`src/rtl/alu_multicycle_if.sv`:
```
// Handshake bundle for alu_multicycle: issue-side valid/ready with operands,
// writeback-side valid/ready with result, error and busy status.
interface alu_multicycle_if #(
  parameter int unsigned WIDTH = 8
);
  logic             in_valid;
  logic             in_ready;
  logic [WIDTH-1:0] a;
  logic [WIDTH-1:0] b;
  logic [3:0]       op;
  logic             out_valid;
  logic             out_ready;
  logic [WIDTH-1:0] result;
  logic             err;
  logic             busy;

  modport master (
    output in_valid, a, b, op, out_ready,
    input  in_ready, out_valid, result, err, busy
  );

  modport slave (
    input  in_valid, a, b, op, out_ready,
    output in_ready, out_valid, result, err, busy
  );
endinterface

```
`src/rtl/alu_multicycle.sv`:
```
// Parametrised ALU with valid/ready handshakes: single-cycle logic/arith/shift ops
// and an iterative shift-add multiplier retiring one multiplier bit per cycle.
module alu_multicycle #(
  parameter int unsigned WIDTH = 8
) (
  input logic            clk,
  input logic            rst,
  alu_multicycle_if.slave bus
);
  localparam int unsigned SHW = $clog2(WIDTH);

  localparam logic [3:0] OpAdd = 4'b0000;
  localparam logic [3:0] OpSub = 4'b0001;
  localparam logic [3:0] OpAnd = 4'b0010;
  localparam logic [3:0] OpOr  = 4'b0011;
  localparam logic [3:0] OpXor = 4'b0100;
  localparam logic [3:0] OpSll = 4'b0101;
  localparam logic [3:0] OpSrl = 4'b0110;
  localparam logic [3:0] OpSra = 4'b0111;
  localparam logic [3:0] OpMul = 4'b1111;

  typedef enum logic [1:0] {StIdle, StMul, StDone} state_e;

  state_e           state_q;
  logic [WIDTH-1:0] result_q;
  logic             err_q;
  logic [WIDTH-1:0] acc_q;
  logic [WIDTH-1:0] mcand_q;
  logic [WIDTH-1:0] mplier_q;
  logic [SHW-1:0]   cnt_q;

  logic             in_xfer;
  logic [SHW-1:0]   shamt;
  logic [WIDTH-1:0] alu_res;
  logic             alu_err;
  logic [WIDTH-1:0] acc_sum;

  assign bus.in_ready  = (state_q == StIdle) || ((state_q == StDone) && bus.out_ready);
  assign in_xfer       = bus.in_valid && bus.in_ready;
  assign shamt         = bus.b[SHW-1:0];
  assign acc_sum       = acc_q + (mplier_q[0] ? mcand_q : '0);

  assign bus.out_valid = (state_q == StDone);
  assign bus.busy      = (state_q == StMul);
  assign bus.result    = result_q;
  assign bus.err       = err_q;

  always_comb begin
    alu_res = '0;
    alu_err = 1'b0;
    case (bus.op)
      OpAdd:   alu_res = bus.a + bus.b;
      OpSub:   alu_res = bus.a - bus.b;
      OpAnd:   alu_res = bus.a & bus.b;
      OpOr:    alu_res = bus.a | bus.b;
      OpXor:   alu_res = bus.a ^ bus.b;
      OpSll:   alu_res = bus.a << shamt;
      OpSrl:   alu_res = bus.a >> shamt;
      OpSra:   alu_res = $signed(bus.a) >>> shamt;
      OpMul:   alu_res = '0;
      default: alu_err = 1'b1;
    endcase
  end

  always_ff @(posedge clk or posedge rst) begin
    if (rst) begin
      state_q  <= StIdle;
      result_q <= '0;
      err_q    <= 1'b0;
      acc_q    <= '0;
      mcand_q  <= '0;
      mplier_q <= '0;
      cnt_q    <= '0;
    end else begin
      case (state_q)
        StMul: begin
          acc_q    <= acc_sum;
          mcand_q  <= mcand_q << 1;
          mplier_q <= mplier_q >> 1;
          if (cnt_q == '0) begin
            result_q <= acc_sum;
            err_q    <= 1'b0;
            state_q  <= StDone;
          end else begin
            cnt_q <= cnt_q - 1'b1;
          end
        end
        default: begin
          // An accept in DONE (with out_ready) behaves exactly like one in IDLE.
          if (in_xfer) begin
            if (bus.op == OpMul) begin
              mcand_q  <= bus.a;
              mplier_q <= bus.b;
              acc_q    <= '0;
              cnt_q    <= SHW'(WIDTH - 1);
              state_q  <= StMul;
            end else begin
              result_q <= alu_res;
              err_q    <= alu_err;
              state_q  <= StDone;
            end
          end else if ((state_q == StDone) && bus.out_ready) begin
            state_q <= StIdle;
          end else if (state_q != StDone) begin
            state_q <= StIdle;
          end
        end
      endcase
    end
  end
endmodule

```
`src/flat_wrapper.sv`:
```
// flat-port wrapper written by rule: the top's interface ports become plain ports
module alu_multicycle_flat 
#(
  parameter int unsigned WIDTH = 8
)
  (clk, rst, bus_in_valid, bus_a, bus_b, bus_op, bus_out_ready, bus_in_ready, bus_out_valid, bus_result, bus_err, bus_busy);
  alu_multicycle_if #(.WIDTH(WIDTH)) bus_i ();
  input logic clk;
  input logic rst;
  input wire logic [$bits(bus_i.in_valid)-1:0] bus_in_valid;
  input wire logic [$bits(bus_i.a)-1:0] bus_a;
  input wire logic [$bits(bus_i.b)-1:0] bus_b;
  input wire logic [$bits(bus_i.op)-1:0] bus_op;
  input wire logic [$bits(bus_i.out_ready)-1:0] bus_out_ready;
  output wire logic [$bits(bus_i.in_ready)-1:0] bus_in_ready;
  output wire logic [$bits(bus_i.out_valid)-1:0] bus_out_valid;
  output wire logic [$bits(bus_i.result)-1:0] bus_result;
  output wire logic [$bits(bus_i.err)-1:0] bus_err;
  output wire logic [$bits(bus_i.busy)-1:0] bus_busy;
  assign bus_i.in_valid = bus_in_valid;
  assign bus_i.a = bus_a;
  assign bus_i.b = bus_b;
  assign bus_i.op = bus_op;
  assign bus_i.out_ready = bus_out_ready;
  assign bus_in_ready = bus_i.in_ready;
  assign bus_out_valid = bus_i.out_valid;
  assign bus_result = bus_i.result;
  assign bus_err = bus_i.err;
  assign bus_busy = bus_i.busy;
  alu_multicycle #(.WIDTH(WIDTH)) u_core (.clk(clk), .rst(rst), .bus(bus_i));
endmodule
```
`config.mk`:
```
export PLATFORM = sky130hd
export DESIGN_NAME = alu_multicycle_flat
export DESIGN_NICKNAME = d
export VERILOG_FILES = /design/src/rtl/alu_multicycle_if.sv /design/src/rtl/alu_multicycle.sv /design/src/flat_wrapper.sv
export SDC_FILE = /design/constraint.sdc
export NUM_CORES = 1
export LEC_CHECK = 0
export CAP_MARGIN = 25
export CORE_AREA = 2 2 137 72
export CTS_CLUSTER_DIAMETER = 80
export CTS_CLUSTER_SIZE = 16
export DETAILED_ROUTE_END_ITERATION = 8
export DIE_AREA = 0 0 139 74
export PLACE_DENSITY_LB_ADDON = 0.3
export REMOVE_ABC_BUFFERS = 1
export SLEW_MARGIN = 20
export SYNTH_ARGS = -nofsm -noshare
export SYNTH_HDL_FRONTEND = slang
export SYNTH_SLANG_ARGS = --single-unit
```
`constraint.sdc`:
```
create_clock -name clk -period 2.55 [get_ports clk]
set_clock_uncertainty 0.2 [all_clocks]
set_input_delay 0.765 -clock clk [delete_from_list [all_inputs] [get_ports clk]]
set_output_delay 0.765 -clock clk [all_outputs]
set_load 0.02 [all_outputs]
```
Word-level counts from Yosys, hierarchy flattened
Cells that the tools add are included.
Widths: inputs -> output; s select.
{"block": "classes", "n_shift": 3, "reduce_logical": 14, "bitwise": 3, "n_eq_ne": 14, "muxes": 30, "add_sub_neg": 4}
{"op": "$mux 8", "n": 14}
{"op": "$pmux 8 s8", "n": 1}
{"op": "$add 8x8->8", "n": 2}
{"op": "$eq 4x3->1 const B", "n": 4}
{"op": "$mux 2", "n": 6}
{"op": "$mux 3", "n": 4}
{"op": "$and 8x8->8", "n": 1}
{"op": "$eq 4x2->1 const B", "n": 2}
{"op": "$or 8x8->8", "n": 1}
{"op": "$reduce_or 8->1", "n": 1}
{"op": "$shl 8x3->8", "n": 1}
{"op": "$shr 8x3->8", "n": 1}
{"op": "$sshr 8x3->8", "n": 1}
{"op": "$sub 8x8->8", "n": 1}
{"op": "$xor 8x8->8", "n": 1}
{"op": "$ne 2x2->1 const B", "n": 3}
{"op": "$reduce_and 3->1", "n": 2}
{"op": "$mux 1", "n": 5}
{"op": "$eq 4x1->1 const B", "n": 1}
{"op": "$eq 4x4->1 const B", "n": 1}
{"op": "$logic_not 4->1", "n": 1}
{"op": "$reduce_and 2->1", "n": 2}
{"op": "$reduce_bool 2->1", "n": 2}
{"op": "$reduce_bool 4->1", "n": 1}
{"op": "other kinds (8)", "n": 9}
{"block": "totals", "out_inout_bits": 12, "register_bits": 38}

Logic depth before layout (Yosys ltp)
Gate-level depths: netlist of the first run.
{"block": "depth", "depth_word": 6, "ltp_mapped": 13, "mapped_depth_nobuf": 11}

Worst setup path before layout of the first run
OpenSTA, ideal clock, no wires.
{"block": "synth_timing", "path_kind": "input to register", "start": "input port bus_op[1]", "end": "register u_core.result_q[3], in the netlist u_core.bus.result[3]", "setup_ps": 150, "setup_slack_ps": -834, "cell_stages": 11, "t_arrival_ps": 3034, "path_cell_list": "buf_2 nor4b_4 mux2_2 inv_1 ha_1 nor2b_1 o21a_1 or3_1 a311o_1 nand2_1 a31oi_1"}
{"block": "synth_between", "elab_chain_cells": 5, "word_cells_on_any_way": 15, "classes_between": "eq/ne: 9; mux: 4; reduce/logical: 2"}
{"element": "from (decl)", "line": "flat_wrapper.sv:13", "source": "input wire logic [$bits(bus_i.op)-1:0] bus_op;"}
{"element": "$eq 4x3->1, or another cell as far along", "line": "alu_multicycle.sv:51", "source": "case (bus.op)"}
{"element": "$pmux 8 s8", "line": "alu_multicycle.sv:51"}
{"element": "$mux 8", "line": "alu_multicycle.sv:91", "source": "if (bus.op == OpMul) begin"}
{"element": "$mux 8", "line": "alu_multicycle.sv:90", "source": "if (in_xfer) begin"}
{"element": "$mux 8", "line": "alu_multicycle.sv:75", "source": "case (state_q)"}
{"element": "to (signal assigned)", "line": "alu_multicycle.sv:81", "source": "result_q <= acc_sum;"}
{"element": "to (signal assigned)", "line": "alu_multicycle.sv:98", "source": "result_q <= alu_res;"}
{"element": "to (decl)", "line": "alu_multicycle.sv:25", "source": "logic [WIDTH-1:0] result_q;"}
Several ways; a longest one is shown, not always the timed one. The select of a mux whose other input is x is not followed.
A chain may end at the register's enable or synchronous reset.

Final worst setup path of the first run
{"block": "layout_timing", "start": "input port bus_op[2]", "end": "register u_core.result_q[2], in the netlist u_core.bus.result[2]"}
Same word-level chain as after synthesis.

==> results of run 1 <==
[sequential cells by signal, summed over array words and instances, names as in the netlist]
| name | flops |
|---|---|
| u_core.bus.err | 1 |
| u_core.cnt_q | 3 |
| u_core.mcand_q | 8 |
| u_core.acc_q | 8 |
| u_core.state_q | 2 |
| u_core.mplier_q | 8 |
| u_core.bus.result | 8 |
[worst register-to-register path, cell delays in order (launching register included)]
cell and delay (ns):
dfrtp_1 0.38, buf_4 0.17, and2_1 0.20, ha_1 0.31, a21oi_2 0.19, o211ai_1 0.19, o41a_1 0.35, xnor2_1 0.18
nand2_1 0.09, a31oi_1 0.15
[cell usage after synthesis, drive strengths merged, types with 3 or more instances]
cell type / n / area [sq um]
a221oi: 3 / 32.53
mux4: 4 / 101.4
a21o: 4 / 30.03
nor2: 21 / 78.83
or3: 5 / 31.28
xnor2: 10 / 87.58
o21ai: 20 / 100.1
o22ai: 3 / 18.77
nand2b: 5 / 31.28
or2: 3 / 18.77
a31oi: 10 / 62.56
nor3: 5 / 30.03
buf: 20 / 117.6
ha: 34 / 425.4
o211ai: 6 / 45.04
mux2i: 12 / 120.1
a21oi: 22 / 113.9
o221ai: 4 / 35.03
a22oi: 14 / 105.1
and2: 7 / 43.79
xor2: 5 / 43.79
dfrtp: 38 / 950.9
inv: 29 / 108.9
nand3: 6 / 30.03
nand2: 71 / 266.5
nor2b: 9 / 56.30
mux2: 8 / 97.59
o21a: 5 / 37.54
[worst paths after layout]
kind | slack [ns] | cells past startpoint | endpoint
worst max-delay path | -0.50 | 10 | u_core.bus.result[2]
worst min-delay path | 0.28 | 2 | u_core.acc_q[3]
worst max register to register | 0.07 | 9 | u_core.bus.result[7]
worst min register to register | 0.28 | 2 | u_core.acc_q[3]
max in group asynchronous | 1.08 | 3 | u_core.acc_q[3]
min in group asynchronous | 0.71 | 3 | u_core.state_q[1]
[cells by family (layout without fill, tap and decap cells)]
| logic type | Yosys count | after routing |
|---|---|---|
| simple gates | 144 | 144 |
| compound gates | 110 | 110 |
| buf+inv | 53 | 167 |
| flops | 38 | 38 |
| fa+ha+maj | 36 | 36 |
| mux | 24 | 24 |
| xor+xnor | 15 | 15 |
[metal layers]
| layer | GRT usage | wire length, microns | vias to the layer above |
|---|---|---|---|
| met5 | 0 | 0 | - |
| met4 | 0.01235 | 53 | 0 |
| met3 | 0.05151 | 978 | 4 |
| met2 | 0.3372 | 4795 | 138 |
| met1 | 0.4082 | 6605 | 1760 |
| li1 | - | - | 1731 |
[area by class of cell]
type	count	area (sq um)
multi-input cells	329	2577
repair buffers	128	1127
flip-flops and latches	38	950.9
fillers	848	4061
clock inverters	1	5.005
well taps	121	151.4
clock buffers	7	142.6
inverters	31	117.6
[report_power, final]
part / switching (mW) / total (mW) / internal [mW]
combinational: 0.678 / 1.29 / 0.611
clock: 0.233 / 0.621 / 0.387
sequential: 0.148 / 0.976 / 0.828
[per-stage QoR]
stage,cells,setup TNS (ns),area [sq um]
after floorplan,398,-27.53,3451
after global placement,634,-15.68,4571
after detailed placement,634,-18.38,4571
after CTS,645,-2.704,4842
after global routing,655,-3.408,5072
final,655,-2.859,5072
[repair_timing]
action	in CTS	in global routing
hold buffers	0	0
setup buffers	3	9
pin swaps	21	18
endpoints found under the setup margin	34	13
gates cloned	0	1
resized for setup	58	41
==> impl_metrics.yaml, run 1 <==
synthesis:
  synthMuxAreaShare: 0.08922
  ys_types: 62
  synthXorXnorAreaFrac: 0.03674
  synthSimpleGateAreaFrac: 0.2001
  synth_compound_area_frac: 0.2103
  synth_top_family_by_area: "compound AO/OA/AOI/OAI gates"
  synthCells: 420
  synth_flop_cell: "dfrtp_1"
  syn_area_per_cell_sq_um: 8.514
  syn-cell-area_sq_um: 3576
  yosysWarnings: 0
  synthArstFlopShare: 1.000
  synth_fa_ha_area_frac: 0.1302
  ys_ff_latch: 38
  seq_area_frac_synth: 0.2659
  synth_edf_count: 0
flow_run:
  maxCapViolations: 0
routing:
  dr.first_iter.drc_count: 400
  dr.pass1.iters: 5
  num_vias: 3633
  drt-wirelength-per-cell_microns: 18.98
  route.detailed.drc: 0
  postRouteAntennaNets: 0
  viasPerCell: 5.547
  finalWirelength_microns: 12430
power_and_ir_drop:
  leakagePower_nw: 2.525
  p_per_area_nw_per_um2: 569.0
  power_mw: 2.886
  max-vdd-ir-drop_mv: 0.3891
global_route:
  grt_pass1_wl_microns: 19460
  grt_pass1_vias: 3417
  grt_start_max_net_pins: 39
  grt-ovfl-total: 0
  grt_usage: 0.2468
  grt_antenna_before_repair: 0
critical_path:
  path_buf_inv: 2
  path_class: "in2reg"
  worstPathCellList: "buf_8 > nor4b_4 > buf_4 > mux2_4 > fa_2 > xor2_1 > o211ai_1 > a21oi_2 > o311ai_2 > o21a_1"
  critPathSlowestCell: "fa_2"
  r2r_start: "u_core.mplier_q[0]"
  cp-start-kind: "input port"
  cp.arrival_ns: 3.06
  critPathLaunch: "bus_op[2]"
  crit_path_end_kind: "flip-flop"
  critPathTopFamily: "compound AO/OA/AOI/OAI gates"
  slowest_delay_ns: 0.40
  crit_path_max_fanout: 2
  critPathRequiredTime_ns: 2.57
clock_tree:
  clk_latency_ns: 0.28
  cts_made_buffers: 5
  cts_tree: "yes"
  clk_pin_slew_ns: 0.06
  htreeDepth: 2
  clk_path_buf_depth: 2
  clkSinkCount: 38
  root_buffer: "clkbuf_16"
timing:
  slew_violations: 0
  setup_viol: 7
  finalCritPeriodShare: 1.195
  max_freq_mhz: 328.2
  slew-limit-headroom: 0.6659
  holdWs_ns: 0.2818
  rsz0062_at_grt: "true"
  hold_viol_final: 0
  post-route-min-period_ns: 3.047
  tightestPinTransition_ns: 0.5012
  setup_slack_ns: -0.4972
layout:
  drive_gt1_frac: 0.3015
  area_growth_pct: 41.85
  diodes: 0
  final_common_cell: "buf_4"
  final_cell_mix: "buf_4 (83), nand2_1 (71), dfrtp_1 (38), ha_1 (31), inv_1 (26)"
  final_nets: 593
  final_core_util: 0.5553
floorplanning:
  die_area_sq_um: 10290
  ios: 36
  die_h_microns: 74
  placementRows: 25
  core-area_sq_um: 9134
  initial_core_util: 0.3915
  die_w_microns: 139
worst_hold_path:
  worstHoldStart: "u_core.acc_q[3]"
  min_path_type: "reg2reg"
place:
  place_ws_ns: -1.177
  dpl.hpwl_microns: 9374
  gp_congestion: 0.9625
  portBuffers: 35
run_status:
  outcome: "complete, but fails checks"
  violations: "negative setup slack"
(Power assumes the default switching activity.)
==> run 2: changes to the inputs <==
--- a/config.mk
+++ b/config.mk
@@ -13,6 +13,7 @@
 export DIE_AREA = 0 0 139 74
 export PLACE_DENSITY_LB_ADDON = 0.3
 export REMOVE_ABC_BUFFERS = 1
+export SETUP_SLACK_MARGIN = 0.05
 export SLEW_MARGIN = 20
 export SYNTH_ARGS = -nofsm -noshare
 export SYNTH_HDL_FRONTEND = slang
==> run 2 against run 1 <==
Effect of this change: the run still ends with negative setup slack left; global-route usage grew 0.057 points; clock power is essentially flat; setup slack is essentially flat; largest power group unchanged; highest routed layer unchanged.
==> impl_metrics.yaml, run 2 (synthesized netlist as in run 1, its figures left out) <==
clock_tree:
  clk_latency_ns: 0.28
  cts_tree: "yes"
  clk_path_buf_depth: 2
  cts_hold_buf: 0
  root_buffer: "clkbuf_16"
  clk_pin_slew_ns: 0.06
  clkSinkCount: 38
  htreeDepth: 2
  cts_made_buffers: 5
layout:
  final_common_cell: "buf_4"
  drive_gt1_frac: 0.3041
  final_core_util: 0.5556
  diodes: 0
  final.fill_count: 855
  regArea_sq_um: 950.9
  final_cell_mix: "buf_4 (86), nand2_1 (71), dfrtp_1 (38), ha_1 (31), inv_1 (26)"
  final_nets: 595
  multiInputGateArea_sq_um: 2571
  fin_area_sq_um: 5075
  area_growth_pct: 41.92
run_status:
  outcome: "complete, but fails checks"
  violations: "negative setup slack"
global_route:
  grt_start_max_net_pins: 39
  grt_pass1_wl_microns: 19510
  grt-ovfl-total: 0
  grt_usage: 0.2474
  grt_pass1_vias: 3427
  grt_antenna_before_repair: 0
timing:
  setup_slack_ns: -0.4977
  slew_violations: 0
  max_freq_mhz: 328.1
  hold_viol_final: 0
  finalCritPeriodShare: 1.195
  post-route-min-period_ns: 3.048
  tightestPinTransition_ns: 0.6593
  slew-limit-headroom: 0.5589
  setup_viol: 7
  rsz0062_at_grt: "true"
floorplanning:
  ios: 36
  die_h_microns: 74
  placementRows: 25
  die_w_microns: 139
  core-area_sq_um: 9134
  initial_core_util: 0.3915
  die_area_sq_um: 10290
worst_hold_path:
  hold_depth: 2
  min_path_type: "reg2reg"
critical_path:
  crit_path_end_kind: "flip-flop"
  crit_path_max_fanout: 2
  critPathRequiredTime_ns: 2.57
  cp-start-kind: "input port"
  cp.arrival_ns: 3.06
  ff2ff_path_depth: 9
  path_class: "in2reg"
place:
  gp_congestion: 0.9625
  place_area_sq_um: 4571
  portBuffers: 35
  dpl.hpwl_microns: 9374
power_and_ir_drop:
  max-vdd-ir-drop_mv: 0.3872
  p_per_area_nw_per_um2: 568.8
  leakagePower_nw: 2.526
routing:
  drt-wirelength-per-cell_microns: 18.93
  finalWirelength_microns: 12440
  postRouteAntennaNets: 0
  route.detailed.drc: 0
  num_vias: 3663
  viasPerCell: 5.575
  dr.first_iter.drc_count: 386
  dr.pass1.iters: 6
flow_run:
  maxCapViolations: 0
==> run 2: routing by layer <==
metal	global-route usage	share of wire	up-vias
met1	0.4090	0.53	1751
met3	0.05151	0.087	3
li1	-	-	1737
met4	0.01235	0.0014	0
met2	0.3383	0.39	172
met5	0	0	-
==> run 2: critical path: stages <==
cell	delay (ns)
buf_8	0.10
nor4b_4	0.28
buf_4	0.16
mux2_4	0.31
fa_2	0.40
xor2_1	0.19
o211ai_1	0.33
a21oi_2	0.06
o311ai_2	0.30
o21a_1	0.17
==> run 2: metrics by stage <==
stage | hold slack, ns | cells | setup TNS [ns] | power (mW) | setup slack (ns)
after floorplan | 0.2396 | 398 | -27.53 | 1.634 | -1.042
after global placement | 0.2597 | 634 | -15.68 | 2.110 | -1.124
after detailed placement | 0.2679 | 634 | -18.38 | 2.151 | -1.177
after CTS | 0.2824 | 646 | -2.704 | 2.822 | -0.4114
after global routing | 0.2895 | 657 | -3.353 | 3.100 | -0.6101
final | 0.2810 | 657 | -2.835 | 2.886 | -0.4977
==> run 2: layout make-up <==
type,instances,area share
Multi-Input combinational cell,329,0.5067
Inverter,31,0.02318
Clock buffer,7,0.02811
Timing Repair Buffer,130,0.2239
Sequential cell,38,0.1874
Tap cell,121,0.02983
Clock inverter,1,0.0009862
==> run 2: report_power, final <==
| part | switching [mW] | internal [mW] |
|---|---|---|
| clock | 0.231 | 0.387 |
| combinational | 0.678 | 0.614 |
| sequential | 0.148 | 0.828 |
==> run 2: repair_timing <==
item                       in CTS  in global routing
gates resized for setup        61                 42
buffers inserted                4                 10
setup endpoints to repair      38                 11
pin swaps                      21                 18
gates cloned                    0                  1
==> run 2: worst paths after layout <==
check / from / endpoint / slack [ns]
max in group asynchronous: rst / u_core.acc_q[3] / 1.08
worst min-delay path: u_core.acc_q[3] / u_core.acc_q[3] / 0.28
min in group asynchronous: rst / u_core.state_q[1] / 0.72
worst max-delay path: bus_op[2] / u_core.bus.result[2] / -0.50
worst min register to register: u_core.acc_q[3] / u_core.acc_q[3] / 0.28
worst max register to register: u_core.mplier_q[0] / u_core.bus.result[7] / 0.09
